**src/rtl/red_pitaya_asg_seq.sv**
```systemverilog
// red_pitaya_asg_seq
//   Segment sequencer for one ASG channel. Produces the per-sample read
//   address for the channel's table RAM by playing up to NSEG programmable
//   segments (offset, end pointer, step, cycle count) in order, optionally
//   looping back to segment 0.
//
//   Segment registers are double buffered: writes land in per-slot shadow
//   registers at any time, and the active copy is loaded from the shadow slot
//   when a segment is entered.
//
//   Optional feature macro: ASG_SEQ_GAP_EN adds a per-segment idle gap
//   (field 4) played between segments. When undefined, field 4 writes are
//   ignored and there is no GAP state.
//
// Ports
//   dac_clk_i, dac_rst_i     clock, synchronous active-high reset
//   cfg_we_i/seg_i/fld_i     shadow register write (fld 0=off 1=end 2=step
//   cfg_wdata_i              3=ncyc 4=gap); pointer fields use [RSZ+FRAC-1:0]
//   nseg_i, loop_i           active segment count (0 means 1), loop enable
//   arm_i, stop_i, trig_i    arm pulse, abort pulse, trigger level
//   rd_addr_o, rd_vld_o      table read address and its valid flag
//   seg_o, busy_o            active segment index, sequencer not idle
//   seg_chg_o, done_o        segment-entry pulse, sequence-end pulse
module red_pitaya_asg_seq #(
  parameter int RSZ  = 14,
  parameter int FRAC = 16,
  parameter int NSEG = 4,
  parameter int CYW  = 16
) (
  input  logic                    dac_clk_i,
  input  logic                    dac_rst_i,
  input  logic                    cfg_we_i,
  input  logic [$clog2(NSEG)-1:0] cfg_seg_i,
  input  logic [2:0]              cfg_fld_i,
  input  logic [31:0]             cfg_wdata_i,
  input  logic [$clog2(NSEG):0]   nseg_i,
  input  logic                    loop_i,
  input  logic                    arm_i,
  input  logic                    stop_i,
  input  logic                    trig_i,
  output logic [RSZ-1:0]          rd_addr_o,
  output logic                    rd_vld_o,
  output logic [$clog2(NSEG)-1:0] seg_o,
  output logic                    busy_o,
  output logic                    seg_chg_o,
  output logic                    done_o
);
  localparam int PW = RSZ + FRAC;
  localparam int SW = $clog2(NSEG);
`ifdef ASG_SEQ_GAP_EN
  localparam int GW = 16;
`endif

  typedef enum logic [1:0] {
    S_IDLE,
    S_ARMED,
`ifdef ASG_SEQ_GAP_EN
    S_GAP,
`endif
    S_RUN
  } state_t;

  // Shadow slot registers, exposed as arrays for indexed reads.
  logic [PW-1:0]  sh_off  [NSEG];
  logic [PW-1:0]  sh_end  [NSEG];
  logic [PW-1:0]  sh_step [NSEG];
  logic [CYW-1:0] sh_ncyc [NSEG];
`ifdef ASG_SEQ_GAP_EN
  logic [GW-1:0]  sh_gap  [NSEG];
`endif

  // Pointer bits above PW are never used.
  logic unused_wdata;
  assign unused_wdata = ^cfg_wdata_i[31:PW];

  genvar gi;
  generate
    for (gi = 0; gi < NSEG; gi++) begin : g_slot
      logic [PW-1:0]  off_q, end_q, step_q;
      logic [CYW-1:0] ncyc_q;
      logic           slot_we;
`ifdef ASG_SEQ_GAP_EN
      logic [GW-1:0]  gap_q;
`endif
      assign slot_we = cfg_we_i && (cfg_seg_i == SW'(gi));

      always_ff @(posedge dac_clk_i) begin
        if (dac_rst_i) begin
          off_q  <= '0;
          end_q  <= '0;
          step_q <= '0;
          ncyc_q <= '0;
`ifdef ASG_SEQ_GAP_EN
          gap_q  <= '0;
`endif
        end else if (slot_we) begin
          case (cfg_fld_i)
            3'd0:    off_q  <= cfg_wdata_i[PW-1:0];
            3'd1:    end_q  <= cfg_wdata_i[PW-1:0];
            3'd2:    step_q <= cfg_wdata_i[PW-1:0];
            3'd3:    ncyc_q <= cfg_wdata_i[CYW-1:0];
`ifdef ASG_SEQ_GAP_EN
            3'd4:    gap_q  <= cfg_wdata_i[GW-1:0];
`endif
            default: ;
          endcase
        end
      end

      assign sh_off[gi]  = off_q;
      assign sh_end[gi]  = end_q;
      assign sh_step[gi] = step_q;
      assign sh_ncyc[gi] = ncyc_q;
`ifdef ASG_SEQ_GAP_EN
      assign sh_gap[gi]  = gap_q;
`endif
    end
  endgenerate

  state_t         state_q, state_d;
  logic [SW-1:0]  seg_q, seg_d;
  logic [PW-1:0]  ptr_q, ptr_d;
  logic [CYW-1:0] cnt_q, cnt_d;
  logic [PW-1:0]  a_off_q, a_off_d, a_end_q, a_end_d, a_step_q, a_step_d;
  logic [CYW-1:0] a_ncyc_q, a_ncyc_d;
`ifdef ASG_SEQ_GAP_EN
  logic [GW-1:0]  a_gap_q, a_gap_d, gcnt_q, gcnt_d;
`endif
  logic           chg_q, chg_d, done_q, done_d, trig_q;

  logic [PW:0]    nxt;       // one extra bit so a pointer past the table top still compares as > end
  logic [CYW:0]   cnt_inc;
  logic [SW:0]    nseg_eff;
  logic           trig_edge, wrap_ok, seq_more, enter;
  logic [SW-1:0]  seg_next, enter_seg;

  assign trig_edge = trig_i && !trig_q;
  assign nxt       = {1'b0, ptr_q} + {1'b0, a_step_q};
  assign cnt_inc   = {1'b0, cnt_q} + (CYW+1)'(1);
  assign wrap_ok   = (a_ncyc_q == '0) || (cnt_inc < {1'b0, a_ncyc_q});
  // nseg of 0 plays one segment; larger than NSEG is clamped
  assign nseg_eff  = (nseg_i == '0)                ? (SW+1)'(1)    :
                     (nseg_i > (SW+1)'(NSEG))      ? (SW+1)'(NSEG) : nseg_i;
  assign seq_more  = (({1'b0, seg_q} + (SW+1)'(1)) < nseg_eff);
  assign seg_next  = seq_more ? (seg_q + SW'(1)) : '0;

  always_comb begin
    state_d   = state_q;
    seg_d     = seg_q;
    ptr_d     = ptr_q;
    cnt_d     = cnt_q;
    a_off_d   = a_off_q;
    a_end_d   = a_end_q;
    a_step_d  = a_step_q;
    a_ncyc_d  = a_ncyc_q;
`ifdef ASG_SEQ_GAP_EN
    a_gap_d   = a_gap_q;
    gcnt_d    = gcnt_q;
`endif
    chg_d     = 1'b0;
    done_d    = 1'b0;
    enter     = 1'b0;
    enter_seg = '0;

    if (stop_i) begin
      state_d = S_IDLE;
    end else begin
      case (state_q)
        S_IDLE: if (arm_i) state_d = S_ARMED;
        S_ARMED: if (trig_edge) begin
          enter     = 1'b1;
          enter_seg = '0;
        end
        S_RUN: begin
          if (nxt <= {1'b0, a_end_q}) begin
            ptr_d = nxt[PW-1:0];
          end else if (wrap_ok) begin
            // wrap restarts exactly at the offset; the fraction is dropped
            ptr_d = a_off_q;
            cnt_d = cnt_inc[CYW-1:0];
          end else begin
            cnt_d = '0;
            if (seq_more || loop_i) begin
`ifdef ASG_SEQ_GAP_EN
              if (a_gap_q != '0) begin
                state_d = S_GAP;
                seg_d   = seg_next;
                gcnt_d  = a_gap_q;
              end else begin
                enter     = 1'b1;
                enter_seg = seg_next;
              end
`else
              enter     = 1'b1;
              enter_seg = seg_next;
`endif
            end else begin
              state_d = S_IDLE;
              done_d  = 1'b1;
            end
          end
        end
`ifdef ASG_SEQ_GAP_EN
        S_GAP: begin
          if (gcnt_q == GW'(1)) begin
            enter     = 1'b1;
            enter_seg = seg_q;
          end else begin
            gcnt_d = gcnt_q - GW'(1);
          end
        end
`endif
        default: state_d = S_IDLE;
      endcase
    end

    // Segment entry: snapshot the shadow slot and emit its first sample.
    if (enter) begin
      state_d  = S_RUN;
      seg_d    = enter_seg;
      ptr_d    = sh_off[enter_seg];
      a_off_d  = sh_off[enter_seg];
      a_end_d  = sh_end[enter_seg];
      a_step_d = sh_step[enter_seg];
      a_ncyc_d = sh_ncyc[enter_seg];
`ifdef ASG_SEQ_GAP_EN
      a_gap_d  = sh_gap[enter_seg];
`endif
      cnt_d    = '0;
      chg_d    = 1'b1;
    end
  end

  always_ff @(posedge dac_clk_i) begin
    if (dac_rst_i) begin
      state_q  <= S_IDLE;
      seg_q    <= '0;
      ptr_q    <= '0;
      cnt_q    <= '0;
      a_off_q  <= '0;
      a_end_q  <= '0;
      a_step_q <= '0;
      a_ncyc_q <= '0;
`ifdef ASG_SEQ_GAP_EN
      a_gap_q  <= '0;
      gcnt_q   <= '0;
`endif
      chg_q    <= 1'b0;
      done_q   <= 1'b0;
      trig_q   <= 1'b0;
    end else begin
      state_q  <= state_d;
      seg_q    <= seg_d;
      ptr_q    <= ptr_d;
      cnt_q    <= cnt_d;
      a_off_q  <= a_off_d;
      a_end_q  <= a_end_d;
      a_step_q <= a_step_d;
      a_ncyc_q <= a_ncyc_d;
`ifdef ASG_SEQ_GAP_EN
      a_gap_q  <= a_gap_d;
      gcnt_q   <= gcnt_d;
`endif
      chg_q    <= chg_d;
      done_q   <= done_d;
      trig_q   <= trig_i;
    end
  end

  assign rd_addr_o = ptr_q[PW-1:FRAC];
  assign rd_vld_o  = (state_q == S_RUN);
  assign seg_o     = seg_q;
  assign busy_o    = (state_q != S_IDLE);
  assign seg_chg_o = chg_q;
  assign done_o    = done_q;

endmodule

```
**config.mk**
```make
export PLATFORM = sky130hd
export DESIGN_NAME = red_pitaya_asg_seq
export DESIGN_NICKNAME = d
export VERILOG_FILES = /design/src/rtl/red_pitaya_asg_seq.sv
export SDC_FILE = /design/constraint.sdc
export NUM_CORES = 1
export LEC_CHECK = 0
export BUFFER_PORTS_ARGS = -buffer_cell sky130_fd_sc_hd__buf_2
export CELL_PAD_IN_SITES_DETAIL_PLACEMENT = 1
export CELL_PAD_IN_SITES_GLOBAL_PLACEMENT = 2
export CORE_ASPECT_RATIO = 2
export CORE_UTILIZATION = 37
export CTS_CLUSTER_DIAMETER = 120
export DETAILED_ROUTE_END_ITERATION = 8
export PLACE_DENSITY_LB_ADDON = 0.1
export SLEW_MARGIN = 5
export SYNTH_ARGS = -nofsm -noshare
export SYNTH_HDL_FRONTEND = slang
export SYNTH_SLANG_ARGS = --single-unit
export TNS_END_PERCENT = 50
```
**constraint.sdc**
```tcl
create_clock -name dac_clk_i -period 5.7 [get_ports dac_clk_i]
set_input_delay 0.57 -clock dac_clk_i [delete_from_list [all_inputs] [get_ports dac_clk_i]]
set_output_delay 0.57 -clock dac_clk_i [all_outputs]
set_load 0.01 [all_outputs]
```
# Word level (Yosys, flattened, before mapping)
# Index checks and enable logic that the tools add are counted.
[totals]
rom_bits = 0
elab_cells = 140
mem_count = 0
ff_bits = 583
ram_bits = 0
latch_bits = 0
[classes]
div_mod_pow = 0
n_reduce_logical = 39
magnitude_cmp = 5
n_eq_ne = 18
n_mux = 41
n_shift = 0
add_sub_neg = 4
n_mul = 0
bitwise_logic = 5
[op_table]
columns = ["op", "n"]
rows = [
  ["30-bit 2-to-1 mux", 11],
  ["30-bit binary-select mux with 2-bit select", 3],
  ["16-bit 2-to-1 mux", 3],
  ["16-bit binary-select mux with 2-bit select", 1],
  ["2-bit AND reduction", 16],
  ["30-bit by 30-bit adder with 31-bit output", 1],
  ["31-bit by 30-bit less-or-equal comparator with 1-bit output", 1],
  ["2-bit 2-to-1 mux", 12],
  ["16-bit by 1-bit adder with 17-bit output, second input constant", 1],
  ["17-bit by 16-bit less-than comparator with 1-bit output", 1],
  ["16-bit logical NOT", 1],
  ["4-bit != test, second input constant", 3],
  ["5-bit AND reduction", 2],
  ["2-bit != test, second input constant", 4],
  ["1-bit 2-to-1 mux", 7],
  ["2-bit == test, second input constant", 3],
  ["3-bit by 2-bit == test with 1-bit output, second input constant", 2],
  ["3-bit logical NOT", 2],
  ["3-bit 2-to-1 mux", 2],
  ["2-bit case mux with 3 select lines", 1],
  ["3-bit AND reduction", 2],
  ["1-bit logical AND", 5],
  ["5-bit OR reduction", 1],
  ["2-bit by 1-bit == test with 1-bit output, second input constant", 2],
  ["other kinds (19)", 25],
]

# Longest topological paths before layout
# Gate-level depths: netlist of the first run.
[logic_depth]
depth_word = 15
depth_mapped = 26

# Worst setup path after synthesis of the first run
# No wires, ideal clock.
[synth_path]
kind = "register to register"
from = "register ptr_q[4]"
to = "register a_end_q[20]"
stages_incl_launch_ff = 24
synth_period_minus_slack_ps = 4903
path_buffers = 4
setup_ps = 125
arrival_ps = 4778
t_required_ps = 5575
path_slack_ps = 797
path_cell_list = "dfxtp_1 -> ha_1 -> and3_1 -> a2111oi_2 -> nand3_1 -> a31oi_1 -> o21bai_1 -> a21oi_1 -> xnor2_1 -> ha_1 -> nand4_1 -> nor4_1 -> nand2_1 -> or4_4 -> a21oi_2 -> nand3b_2 -> a41o_1 -> buf_6 -> and2_4 -> buf_6 -> buf_6 -> buf_6 -> o211ai_2 -> o21ai_1"
[synth_between]
elab_chain_len = 9
word_cells_on_any_way = 12
cone_classes = "1 x add/sub; 1 x order compare; 9 x mux; 1 x bitwise"
[synth_lines]
columns = ["item", "line", "rtl"]
rows = [
  ["start: declaration", "122", "logic [PW-1:0] ptr_q, ptr_d;"],
  ["start signal: assignment", "254", "ptr_q <= ptr_d;"],
  ["30-bit by 30-bit adder with 31-bit output *", "138", "assign nxt = {1'b0, ptr_q} + {1'b0, a_step_q};"],
  ["31-bit by 30-bit less-or-equal comparator with 1-bit output *", "175", "if (nxt <= {1'b0, a_end_q}) begin"],
  ["2-bit 2-to-1 mux", "175", ""],
  ["2-bit 2-to-1 mux", "-", ""],
  ["2-bit 2-to-1 mux", "165", "if (stop_i) begin"],
  ["2-bit inverter with 3-bit output (not written as such)", "223", "a_end_d = sh_end[enter_seg];"],
  ["30-bit binary-select mux with 2-bit select", "223", ""],
  ["30-bit 2-to-1 mux (not written as such) (2 in series)", "223", ""],
  ["end signal: assignment", "257", "a_end_q <= a_end_d;"],
  ["end: declaration", "124", "logic [PW-1:0] a_off_q, a_off_d, a_end_q, a_end_d, a_step_q, a_step_d;"],
]
# Mark *: on every way between the ends. The rest lies on a longest branch, timed or not. The select of a mux whose other input is x is not followed.
# A chain may end at the register's enable or synchronous reset.

# Worst setup path in the final report of the first run
[layout_path]
from = "register ptr_q[0]"
to = "register a_step_q[4]"
[layout_between]
elab_chain_len = 9
word_cells_on_any_way = 12
cone_classes = "1 x add/sub; 1 x order compare; 9 x mux; 1 x bitwise"
[layout_lines]
columns = ["item", "line", "rtl"]
rows = [
  ["30-bit by 30-bit adder with 31-bit output *", "138", ""],
  ["31-bit by 30-bit less-or-equal comparator with 1-bit output *", "175", ""],
  ["2-bit 2-to-1 mux", "175", ""],
  ["2-bit 2-to-1 mux", "-", ""],
  ["2-bit 2-to-1 mux", "165", ""],
  ["2-bit inverter with 3-bit output (not written as such)", "224", "a_step_d = sh_step[enter_seg];"],
  ["30-bit binary-select mux with 2-bit select", "224", ""],
  ["30-bit 2-to-1 mux (not written as such) (2 in series)", "224", ""],
  ["end signal: assignment", "258", "a_step_q <= a_step_d;"],
  ["end: declaration", "124", ""],
]
# Marked as above.

==> results.sh, run 1 <==
export IMPL_start_kind="register"
export IMPL_ys_warn_count=0
export IMPL_synth_area_mm2=0.0267
export IMPL_drt_iter0_drc=1228
export IMPL_drive_gt1_share_pct=12.3
export IMPL_leakage_nw=10.9
export IMPL_grt_ovfl_total=0
export IMPL_syn_instance_count=3547
export IMPL_ys_seq_area_share_pct=43.7
export IMPL_r2r_slack_ns=0.20
export IMPL_ios=67
export IMPL_avgRoutedWirePerCell_um=24.9
export IMPL_grt_pass1_wl_um=165000
export IMPL_design_final_nets=3652
export IMPL_r2r_end="a_step_q[4]"
export IMPL_clkSinkCount=583
export IMPL_crit_family="compound AO/OA/AOI/OAI gates"
export IMPL_tightestPinTransition_ns=1.03
export IMPL_numCtsBuffers=57
export IMPL_final_cell_mix="nand2_1, dfxtp_1, a21oi_1"
export IMPL_num_rows=139
export IMPL_period_share_pct=96.5
export IMPL_numPortBuffers=64
export IMPL_die_x_um=192
export IMPL_final_cells=4482
export IMPL_clockBufferDepth=3
export IMPL_wl_um=112000
export IMPL_synth_main_ff_cell="dfxtp_1"
export IMPL_drc=0
export IMPL_netlist_top_cells_area="dfxtp_1, nand2_1, a21oi_1"
export IMPL_die_area_mm2=0.0734
export IMPL_slew_headroom_pct=31.2
export IMPL_timing_rr_start="ptr_q[0]"
export IMPL_dp_hpwl_um=72700
export IMPL_cp_max_fo=23
export IMPL_timing_critical_path_mode_cell="buf_4"
export IMPL_cts_hold_buf=0
export IMPL_first_pass_iters=5
export IMPL_fin_skew_ns=0.0137
export IMPL_ff2ff_path_depth=26
export IMPL_critical_path_slowest_cell="or4_4"
export IMPL_grt_pass1_vias=27300
export IMPL_dr_total_vias=25400
export IMPL_ant_nets=0
export IMPL_syn_nets=3677
export IMPL_gp_congestion=0.899
export IMPL_nFillCells=8741
export IMPL_p_per_area_mw_per_mm2=271
export IMPL_whs_ns=0.164
export IMPL_via_per_inst=5.67
export IMPL_dp_cells=4359
export IMPL_slew_viol_final=0
export IMPL_synth_largest_area_cell="dfxtp_1"
export IMPL_synth_edff_count=0
export IMPL_dieHeight_um=382
export IMPL_n_antenna_cell=0
export IMPL_status="finished clean"
export IMPL_worst_endpoint_arrival_ns=6.03
export IMPL_clk_latency_ns=0.65
export IMPL_hold_viol_final=0
export IMPL_start_util_pct=37.3
export IMPL_final_common_cell="nand2_1"
export IMPL_max_cap_violations=0
export IMPL_setup_viol=0
export IMPL_ys_seq_elements=583
export IMPL_hold_path_class="in2reg"
export IMPL_grt_max_degree=173
export IMPL_clk_pin_slew_ns=0.07
export IMPL_period_needed_ns=5.50
export IMPL_cp_num_cells=26
export IMPL_coreArea_mm2=0.0717
export IMPL_cts_tree="yes"
export IMPL_critPathCapture="a_step_q[4]"
export IMPL_slowest_delay_ns=0.58
export IMPL_end_kind="register"
export IMPL_max_freq_ghz=0.182
export IMPL_final_util_pct=42.6
export IMPL_crit_buf_inv=7
export IMPL_grtUsageTotal_pct=30.3
export IMPL_async_flop_share_pct=0
export IMPL_synth_avg_cell_area_um2=7.53
export IMPL_crit_start="ptr_q[0]"
export IMPL_vdd_drop_max_v=0.000228
export IMPL_antenna_found_initial=2
export IMPL_syn2layout_area_growth_pct=14.1
export IMPL_synthDistinctLibCells=76
export IMPL_synth_top_area_share_pct=43.7
export IMPL_path_class="reg2reg"
export IMPL_p_total_mw=8.26
export IMPL_htree_levels=2
export IMPL_root_buffer="clkbuf_16"
export IMPL_crit_required_ns=6.23
-- flip-flops by register name, summed over array words and instances, names as in the netlist, 30 cells and up --
| name | flops |
|---|---|
| a_end_q | 30 |
| ptr_q | 30 |
| g_slot.ncyc_q | 64 |
| g_slot.step_q | 120 |
| g_slot.end_q | 120 |
| a_off_q | 30 |
| g_slot.off_q | 120 |
| a_step_q | 30 |
-- layout make-up --
type,count,area (µm²),share of cell area [%]
multi-input cells,2600,13700,45.0
flip-flops and latches,583,11700,38.3
repair buffers,218,1880,6.16
clock buffers,78,1640,5.36
well taps,916,1150,3.76
inverters,62,233,0.763
clock inverters,25,198,0.648
-- repair_timing --
item                                    in CTS  in global routing
pin swaps                                    1                 18
cloned                                       0                  1
endpoints found under the setup margin      61                154
hold endpoints to repair                     0                  0
buffers inserted                             1                 18
resized for setup                            2                 26
-- cells in the mapped netlist (all sizes together), types with 12 or more instances --
| cell type | instances |
|---|---|
| nor3 | 17 |
| xor2 | 12 |
| mux2 | 61 |
| xnor2 | 28 |
| nand3 | 171 |
| o22ai | 16 |
| a21oi | 484 |
| a21o | 20 |
| nand2 | 1289 |
| inv | 62 |
| ha | 82 |
| o21ai | 96 |
| o211ai | 63 |
| and3 | 14 |
| nor2 | 54 |
| clkbuf | 221 |
| buf | 81 |
| dfxtp | 583 |
| a32o | 45 |
| a311oi | 16 |
-- routing by layer --
metal	vias up	share of wire [%]	track usage [%]	wire length, µm
met5	-	0.0098	0	11
li1	11800	-	-	-
met3	282	3.0	3.03	3380
met1	12800	36	30.3	39800
met2	542	53	56.9	59000
met4	2	8.6	22.4	9630
-- power by group --
| part | internal, mW | switching [mW] | leakage (nW) | total (mW) |
|---|---|---|---|---|
| Sequential | 4.09 | 0.0113 | 4.70 | 4.11 |
| Clock | 2.09 | 1.76 | 0.914 | 3.85 |
| Combinational | 0.0583 | 0.237 | 5.27 | 0.295 |
-- per-stage QoR --
step                worst slack, ns  cell area [µm²]  setup TNS (ns)
finish                        0.199            30500               0
global placement            -0.0216            28400         -0.0216
global route               -0.00951            30500         -0.0234
CTS                          0.0325            30200               0
detailed placement          -0.0605            28400          -0.203
floorplan                     0.797            26700               0
-- cells by family after synthesis --
family                   Yosys count  share of synthesized area, %
AND/OR/NAND/NOR                 1604                          24.3
AO/OA/AOI/OAI                    801                          18.0
flip-flops                       583                          43.7
buffers and inverters            364                          5.77
adder cells (fa/ha/maj)           83                          3.91
multiplexers                      72                          2.98
XOR/XNOR                          40                          1.31
-- worst min path at each step --
stage                        to   startpoint  depth (start not counted)
floorplan           a_off_q[24]  a_off_q[24]                          2
global placement    a_off_q[11]  a_off_q[11]                          2
detailed placement  a_off_q[24]  a_off_q[24]                          2
CTS                      trig_q       trig_i                          2
global route             trig_q       trig_i                          2
finish                   trig_q       trig_i                          2
Power figures use the tool's default switching activity.
==> run 2: changes to the inputs <==
--- a/config.mk
+++ b/config.mk
@@ -9,7 +9,7 @@
 export CELL_PAD_IN_SITES_DETAIL_PLACEMENT = 1
 export CELL_PAD_IN_SITES_GLOBAL_PLACEMENT = 2
 export CORE_ASPECT_RATIO = 2
-export CORE_UTILIZATION = 37
+export CORE_UTILIZATION = 34
 export CTS_CLUSTER_DIAMETER = 120
 export DETAILED_ROUTE_END_ITERATION = 8
 export PLACE_DENSITY_LB_ADDON = 0.1
==> constraint.sdc (replaced) <==
create_clock -name dac_clk_i -period 4.62 [get_ports dac_clk_i]
set_input_delay 0.462 -clock dac_clk_i [delete_from_list [all_inputs] [get_ports dac_clk_i]]
set_output_delay 0.462 -clock dac_clk_i [all_outputs]
set_load 0.01 [all_outputs]
==> run 2 against run 1 <==
Against the previous run:
- the flow now finishes with violations (setup timing)
- clock skew rose by 0.030 ns
- combinational power rose by 40%
- maximum frequency rose by 3.4%
- flip-flop and latch count did not move
- first-iteration DRC count rose by 1.8%
- worst setup slack got worse by 0.90 ns
- clock power rose by 35%
- hold slack got worse by 0.11 ns
- critical path type unchanged
- highest routed layer unchanged
==> results.sh, run 2 (synthesis gave the netlist of run 1 again) <==
export IMPL_ff2ff_path_depth=25
export IMPL_start_kind="register"
export IMPL_timing_critical_path_mode_cell="buf_4"
export IMPL_grt_max_degree=175
export IMPL_critPathCapture="ptr_q[25]"
export IMPL_end_kind="register"
export IMPL_timing_rr_start="a_step_q[13]"
export IMPL_seqPwrFrac_pct=47.4
export IMPL_cp_max_fo=8
export IMPL_htree_levels=2
export IMPL_start_util_pct=34.2
export IMPL_crit_required_ns=5.19
export IMPL_final_util_pct=42.8
export IMPL_reg_largest_list="g_slot.end_q (120), g_slot.off_q (120), g_slot.step_q (120)"
export IMPL_final_common_cell="nand2_1"
export IMPL_die_area_mm2=0.0798
export IMPL_violations="setup timing"
export IMPL_antenna_found_initial=3
export IMPL_grt_pass1_wl_um=179000
export IMPL_ios=67
export IMPL_dieHeight_um=398
export IMPL_p_per_area_mw_per_mm2=320
export IMPL_clk_latency_ns=0.68
export IMPL_vdd_drop_max_v=0.000305
export IMPL_grtUsageTotal_pct=30.4
export IMPL_clkSinkCount=583
export IMPL_clockBufferDepth=3
export IMPL_setup_viol=158
export IMPL_final_cell_mix="nand2_1, dfxtp_1, a21oi_1"
export IMPL_slowest_delay_ns=0.57
export IMPL_root_buffer="clkbuf_16"
export IMPL_slew_viol_final=0
export IMPL_dr_total_vias=26200
export IMPL_design_final_nets=3831
export IMPL_coreArea_mm2=0.0780
export IMPL_rsz0062_at_grt="true"
export IMPL_num_rows=145
export IMPL_numCtsBuffers=58
export IMPL_cts_hold_buf=0
export IMPL_die_x_um=200
export IMPL_crit_start="a_step_q[13]"
export IMPL_drt_iter0_drc=1250
export IMPL_avgRoutedWirePerCell_um=25.9
export IMPL_drc=0
export IMPL_leakage_nw=12.4
export IMPL_cts_tree="yes"
export IMPL_max_cap_violations=0
export IMPL_r2r_slack_ns=-0.70
export IMPL_drive_gt1_share_pct=18.9
export IMPL_fin_skew_ns=0.0437
export IMPL_pwr_share_comb_pct=3.9
export IMPL_power_switching_share_pct=24.0
export IMPL_period_needed_ns=5.32
export IMPL_dp_hpwl_um=82400
export IMPL_worst_endpoint_arrival_ns=5.89
export IMPL_status="finished, violations left"
export IMPL_first_pass_iters=6
export IMPL_place_ws_ns=-1.00
export IMPL_netSwitchingPower_mw=2.56
export IMPL_grt_pass1_vias=28200
export IMPL_fin_ws_ns=-0.701
export IMPL_critical_path_slowest_cell="or4_4"
export IMPL_tightestPinTransition_ns=1.30
export IMPL_ant_nets=0
export IMPL_hold_viol_final=0
export IMPL_p_int_mw=8.13
export IMPL_syn2layout_area_growth_pct=25.0
export IMPL_path_class="reg2reg"
export IMPL_numPortBuffers=64
export IMPL_via_per_inst=5.49
export IMPL_hold_path_class="in2reg"
export IMPL_clkPwrFrac_pct=48.7
export IMPL_max_freq_ghz=0.188
export IMPL_clk_pin_slew_ns=0.07
export IMPL_wl_um=124000
export IMPL_gp_congestion=0.897
export IMPL_grt_ovfl_total=0
export IMPL_period_share_pct=115
export IMPL_r2r_end="ptr_q[25]"
export IMPL_slew_headroom_pct=12.9
==> run 2: cell types whose count changed in the layout (fill, tap and decap cells not counted), sizes merged <==
cell | before | now
and2 | 6 | 9
buf | 217 | 386
bufinv | 2 | 9
and4 | 6 | 7
clkinv | 18 | 16
clkinvlp | 3 | 4
diode | 0 | 2
clkbuf | 79 | 82
==> run 2: metal layers <==
layer	vias to the layer above	track usage (%)	part of all wire (%)
li1	12200	-	-
met2	611	57.9	53
met1	13100	28.7	35
met5	-	0	0.011
met3	350	3.23	3.0
met4	2	26.4	9.9
==> run 2: final cells by class <==
cell class,count,area (µm²)
inverter,62,233
sequential,583,11700
clock buffer,76,1620
multi-input combinational,2604,14300
tap,1029,1290
clock inverter,31,434
timing repair buffer,392,3810
antenna,2,5.00
fill,9417,44600
==> run 2: what timing repair did <==
action / 4_1_cts / 5_1_grt
gates resized for setup: 184 / 80
cloned: 12 / 7
endpoints found under the setup margin: 158 / 158
pin swaps: 45 / 63
setup buffers: 43 / 16
==> run 2: worst min path at each step <==
stage | from | slack (ns) | end | cells past startpoint
floorplan | a_off_q[24] | 0.42 | a_off_q[24] | 2
global placement | a_off_q[8] | 0.43 | a_off_q[8] | 2
detailed placement | a_off_q[24] | 0.44 | a_off_q[24] | 2
CTS | trig_i | 0.02 | trig_q | 2
global route | trig_i | 0.05 | trig_q | 2
finish | trig_i | 0.06 | trig_q | 2
==> run 2: worst max-delay path: cells and delay by family (launching register included) <==
kind	cells	cell delay [ns]
buf+inv	7	1.10
xor+xnor	1	0.12
simple gates	6	1.56
compound gates	9	1.43
flops	1	0.41
fa+ha+maj	2	0.55
==> run 2: power by group through the flow <==
stage	Clock (mW)	Sequential, mW	Combinational [mW]
CTS	5.31	5.07	0.413
finish	5.21	5.07	0.414
detailed placement	0	5.18	0.380
floorplan	0	5.18	0.199
global placement	0	5.18	0.370
global route	5.49	5.07	0.435
==> run 2: through the flow <==
step / cells / hold slack (ns) / TNS (ns) / cell area, µm² / total power [mW]
after global placement: 4599 / 0.433 / -116.19 / 29500 / 5.55
after global routing: 4777 / 0.0458 / -132.46 / 33400 / 11.0
after floorplan: 3547 / 0.415 / 0 / 26800 / 5.38
after detailed placement: 4599 / 0.442 / -132.58 / 29500 / 5.56
final: 4779 / 0.0558 / -95.58 / 33400 / 10.7
after CTS: 4759 / 0.0234 / -110.69 / 32800 / 10.8
